--- src/rtl/clic_gateway.sv ---
// -----------------------------------------------------------------------------
// clic_gateway
//
// Per-source interrupt gateway placed directly in front of the CLIC target
// arbiter. For each source it:
//   - synchronises the raw interrupt line,
//   - applies the source polarity,
//   - applies the trigger mode (level follows the line; edge latches),
//   - holds the pending bit that feeds the arbiter.
// Edge-mode pending bits are cleared by the arbiter's claim pulse and can be
// written by software. Level-mode sources ignore claim and software writes.
//
// Parameters
//   N_SOURCE    number of interrupt sources (>= 2)
//   SyncStages  synchroniser depth on intr_src_i; 0 = inputs already synchronous
//
// Ports
//   clk_i       clock (single domain)
//   rst_ni      asynchronous active-low reset
//   intr_src_i  raw interrupt lines, may be asynchronous to clk_i
//   le_i        trigger mode per source: 1 = edge, 0 = level
//   pol_i       polarity per source: 0 = active-high / rising, 1 = active-low / falling
//   ip_we_i     one-cycle software write strobe per pending bit
//   ip_wdata_i  software write data, valid with ip_we_i
//   claim_i     one-cycle claim pulse from the arbiter, at most one bit set
//   ip_o        registered pending bits to the arbiter
// -----------------------------------------------------------------------------
module clic_gateway #(
  parameter int N_SOURCE   = 256,
  parameter int SyncStages = 2
) (
  input  logic                clk_i,
  input  logic                rst_ni,
  input  logic [N_SOURCE-1:0] intr_src_i,
  input  logic [N_SOURCE-1:0] le_i,
  input  logic [N_SOURCE-1:0] pol_i,
  input  logic [N_SOURCE-1:0] ip_we_i,
  input  logic [N_SOURCE-1:0] ip_wdata_i,
  input  logic [N_SOURCE-1:0] claim_i,
  output logic [N_SOURCE-1:0] ip_o
);

  // Every source gets an identical, fully independent slice of logic.
  for (genvar i = 0; i < N_SOURCE; i++) begin : g_src
    logic s;         // synchronised raw line (before polarity)
    logic prev_q;    // previous synchronised raw value, for edge detection
    logic ip_q;      // pending bit
    logic edge_hit;  // active edge seen this cycle
    logic ip_d;

    if (SyncStages == 0) begin : g_bypass
      assign s = intr_src_i[i];
    end else begin : g_sync
      logic [SyncStages-1:0] sync_q;

      // NOTE: every flop, including the synchroniser chain, is cleared by the
      // asynchronous reset so that no stale edge survives a reset.
      always_ff @(posedge clk_i or negedge rst_ni) begin
        if (!rst_ni) begin
          sync_q <= '0;
        end else begin
          // NOTE: non-blocking assignments make this a true shift chain; with
          // blocking ones the input would race through every stage in one edge.
          sync_q[0] <= intr_src_i[i];
          for (int k = 1; k < SyncStages; k++) begin
            sync_q[k] <= sync_q[k-1];
          end
        end
      end

      assign s = sync_q[SyncStages-1];
    end

    // prev_q holds the raw (pre-polarity) value, so flipping pol_i on a static
    // line compares the same raw value twice and never fakes an edge.
    assign edge_hit = pol_i[i] ? (prev_q & ~s) : (~prev_q & s);

    // Edge mode priority: new edge > software write > claim clear. The edge is
    // OR-ed in last so that it can never be masked by a claim or a write of 0.
    // Level mode simply tracks the polarity-corrected line; switching from
    // level to edge therefore keeps the last level value until claimed.
    assign ip_d = le_i[i]
                ? (edge_hit | (ip_we_i[i] ? ip_wdata_i[i] : (ip_q & ~claim_i[i])))
                : (s ^ pol_i[i]);

    always_ff @(posedge clk_i or negedge rst_ni) begin
      if (!rst_ni) begin
        prev_q <= 1'b0;
        ip_q   <= 1'b0;
      end else begin
        prev_q <= s;
        ip_q   <= ip_d;
      end
    end

    // Registered output: no combinational path from any input to ip_o.
    assign ip_o[i] = ip_q;
  end

endmodule

--- config.mk ---
export PLATFORM = sky130hd
export DESIGN_NAME = clic_gateway
export DESIGN_NICKNAME = d
export VERILOG_FILES = /design/src/rtl/clic_gateway.sv
export SDC_FILE = /design/constraint.sdc
export NUM_CORES = 2
export LEC_CHECK = 0
export CAP_MARGIN = 25
export CORE_AREA = 5 5 701 703
export DETAILED_ROUTE_END_ITERATION = 16
export DIE_AREA = 0 0 706 708
export HOLD_SLACK_MARGIN = 0.05
export PLACE_DENSITY = 0.33
export SLEW_MARGIN = 30
export SYNTH_ARGS = -nofsm -noshare
export SYNTH_HDL_FRONTEND = slang
export SYNTH_SLANG_ARGS = --single-unit
--- constraint.sdc ---
create_clock -name clk_i -period 0.8 [get_ports clk_i]
set_input_delay 0.08 -clock clk_i [delete_from_list [all_inputs] [get_ports clk_i]]
set_output_delay 0.08 -clock clk_i [all_outputs]
set_load 0.1 [all_outputs]
==> metrics.md <==
| Metric | Value |
|---|---|
| Crit path required time | `0.72 ns` |
| Post-Synth Adder-Cell Area | `0%` |
| Synth-to-Final Area Change | `133%` |
| Crit-path cells | `buf_6 > buf_12` |
| Hold WS | `-0.0364 ns` |
| Sequential cell area fraction in the yosys report | `65.0%` |
| Via count | `42,783` |
| PwrDens | `1920 nW/um2` |
| Full die area | `500,000 um2` |
| Antenna-violating nets left | `0` |
| Outcome | `complete, but fails checks` |
| Ports | `1,794` |
| Clock insertion delay at the later pin of the skew report | `0.84 ns` |
| Compound-Gate Fraction of Synth Area | `9.78%` |
| RSZ-0062 raised after global routing | `yes` |
| Final Critical Period | `1.69 ns` |
| Clock H-tree levels | `4` |
| Clock Path Buffers | `4` |
| Cts bufs inserted | `149` |
| Gpl congestion | `0.921` |
| TritonCTS clock tree | `done` |
| Initial Utilization | `8.13%` |
| Initial DRC count | `2,884` |
| Nets | `8,208` |
| Fin crit share | `211%` |
| Hold Path Class | `in2async` |
| Avg Cell Area, Syn | `12.8 um2` |
| Final Non-Filler Cells | `13,342` |
| GR Util All Layers | `14.3%` |
| Fin. max-slew vios | `0` |
| Row cnt | `256` |
| Placed Cells | `11,559` |
| Fillcell total | `52,979` |
| Slowest CP cell | `dfrtp_2` |
| Hold Fails Final Rpt | `36` |
| YS warnings | `0` |
| Syn nets | `4,610` |
| DRC Markers | `0` |
| Simple-Gate Fraction of Synth Area | `17.9%` |
| Drt wl/cell | `27.8 um` |
| CP max FO | `2` |
| DRT Wirelength | `370,000 um` |
| Final setup violation count | `512` |
| Reg clk slew, reported paths | `0.05 ns` |
| Slew headroom | `52.3%` |
| Worst-Margin Slew | `0.713 ns` |
| Initial antenna violation count | `422` |
| Die W | `706 um` |
| Max cap viols | `0` |
| Layout cells sized above 1 | `19.8%` |
| Mapped cell area | `39,400 um2` |
| Worst path arrival time | `1.61 ns` |
| Largest net degree at the start of global routing | `57` |
| Standby leakage power | `0.0374 uW` |
| CTS sink cnt | `1,024` |
| Pre-antenna DRT Iters | `7` |
| Vias in the first global route | `45,076` |
| Largest family of logic cells by synthesized area | `simple AND/OR/NAND/NOR gates` |
| Area taken by multi-input logic gates | `11,600 um2` |
| Vias per inst | `3.21` |
| Total grt overflow | `0` |
| Violated checks | `hold timing, setup timing` |
| Die Y | `708 um` |
| Clk_skew | `0.0570 ns` |
| Worst Setup End Kind | `output port` |
| Dpl hpwl | `325,000 um` |
| Register bit total from synthesis | `1,024` |
| Crit-path max cell delay | `0.47 ns` |
| Yosys top cell by area | `dfrtp_1` |
| IO Port Bufs | `1,793` |
| Mapped Cells | `3,072` |
| Top cells by area, synth | `dfrtp_1, nor4bb_1, nor2b_2, o311ai_1, buf_4` |
| Core area | `484,000 um2` |
| First-pass GRT wire length | `471,000 um` |
| Max VDD drop | `1.35 mV` |
| Library cells used by synthesis | `13` |
| Final WS setup | `-0.890 ns` |
| Setup CP Type | `reg2out` |
| Root buffer cell | `clkbuf_16` |
| Yosys top cell area share | `65.0%` |
| Multiplexer share of the synthesized area | `0%` |
| XOR/XNOR share of the synthesized area | `0%` |
| Fmax | `592 MHz` |
| Worst setup SP type | `flop` |
| Register Area | `25,600 um2` |
==> metal layers <==
layer | GRT usage, % | vias up | routed length [um]
met2 | 21.9 | 2092 | 160000
met4 | 2.83 | 218 | 9140
met1 | 18.9 | 21304 | 163000
met3 | 5.64 | 792 | 37100
met5 | 0 | - | 1420
li1 | - | 18377 | -
==> where the power goes <==
| group | internal [uW] | leakage, uW | switching, uW |
|---|---|---|---|
| Clock | 42500 | 0.00247 | 28200 |
| Sequential | 55200 | 0.0120 | 2490 |
| Combinational | 23400 | 0.0229 | 24400 |
==> Yosys cell counts (all sizes together) <==
cell type / count
nand2: 256
and4bb: 1
a31oi: 256
buf: 256
a21oi: 1
nor2b: 255
nand3: 255
inv: 256
o21ai: 1
o211ai: 1
o311ai: 255
nor4bb: 255
dfrtp: 1024
==> timing repair <==
action                     4_1_cts  5_1_grt
setup endpoints to repair      513      516
pin swaps                       34       87
resized for setup              284      172
hold endpoints to repair      1536       81
gates cloned                     0        0
hold buffers                  1433        2
setup buffers                   15       13
==> cells in the final DEF (no fill, tap or decap), types with 27 or more instances in the layout <==
| master | synthesis | layout |
|---|---|---|
| diode_2 | 0 | 118 |
| dlymetal6s4s_1 | 0 | 76 |
| buf_6 | 0 | 266 |
| a31oi_1 | 256 | 238 |
| nand2_1 | 256 | 256 |
| buf_12 | 0 | 311 |
| buf_4 | 256 | 199 |
| clkbuf_8 | 0 | 27 |
| nor4bb_4 | 0 | 32 |
| nor2b_2 | 255 | 255 |
| dfrtp_1 | 1024 | 1015 |
| inv_1 | 256 | 255 |
| nor4bb_1 | 255 | 219 |
| o311ai_1 | 255 | 250 |
| clkbuf_16 | 0 | 151 |
| clkdlybuf4s50_1 | 0 | 1486 |
| dlygate4sd3_1 | 0 | 1356 |
| nand3_1 | 255 | 255 |
==> final timing paths <==
kind                                              end  cells past startpoint                  startpoint  slack, ns
max in group asynchronous  g_src[28].g_sync.sync_q[1]                      5                      rst_ni       0.06
max                                          ip_o[40]                      2              g_src[40].ip_q      -0.89
max reg2reg                           g_src[120].ip_q                      3             g_src[120].ip_q      -0.44
min in group clk_i                     g_src[69].ip_q                      3                   pol_i[69]       0.07
min reg2reg                g_src[61].g_sync.sync_q[1]                      0  g_src[61].g_sync.sync_q[0]       0.33
min                                 g_src[193].prev_q                      3                      rst_ni      -0.04
==> metrics by stage <==
stage	setup slack, ns	total power, uW	setup TNS (ns)	cell area, um2	util, %
after CTS	-1.10	180000	-285.01	91100	18.8
after floorplan	-0.0729	74100	-4.70	39400	-
after global placement	-1.72	96900	-126.63	70500	14.6
after global routing	-1.07	183000	-288.28	91700	18.9
final	-0.890	176000	-250.04	91900	19.0
after detailed placement	-1.02	97000	-117.05	70500	14.6
==> critical path: cells and delay by family (launching register included) <==
family,cells,cell delay (ns)
flip-flops,1,0.47
buffers and inverters,2,0.29
==> state kept, by name, indices dropped and copies added, names as in the netlist <==
| signal | cells |
|---|---|
| g_src.g_sync.sync_q | 512 |
| g_src.prev_q | 256 |
| g_src.ip_q | 256 |
==> cell type report <==
class / instances / share of cell area, %
well taps: 6450 / 8.79
clock inverters: 54 / 0.922
clock buffers: 201 / 4.61
inverters: 256 / 1.05
flip-flops and latches: 1024 / 27.9
repair buffers: 3703 / 43.8
multi-input cells: 1536 / 12.6
diodes: 118 / 0.321
==> cells by family after synthesis <==
group                  after synthesis
flip-flops                        1024
AND/OR/NAND/NOR                   1022
buffers and inverters              512
AO/OA/AOI/OAI                      514
(Power assumes the default switching activity.)
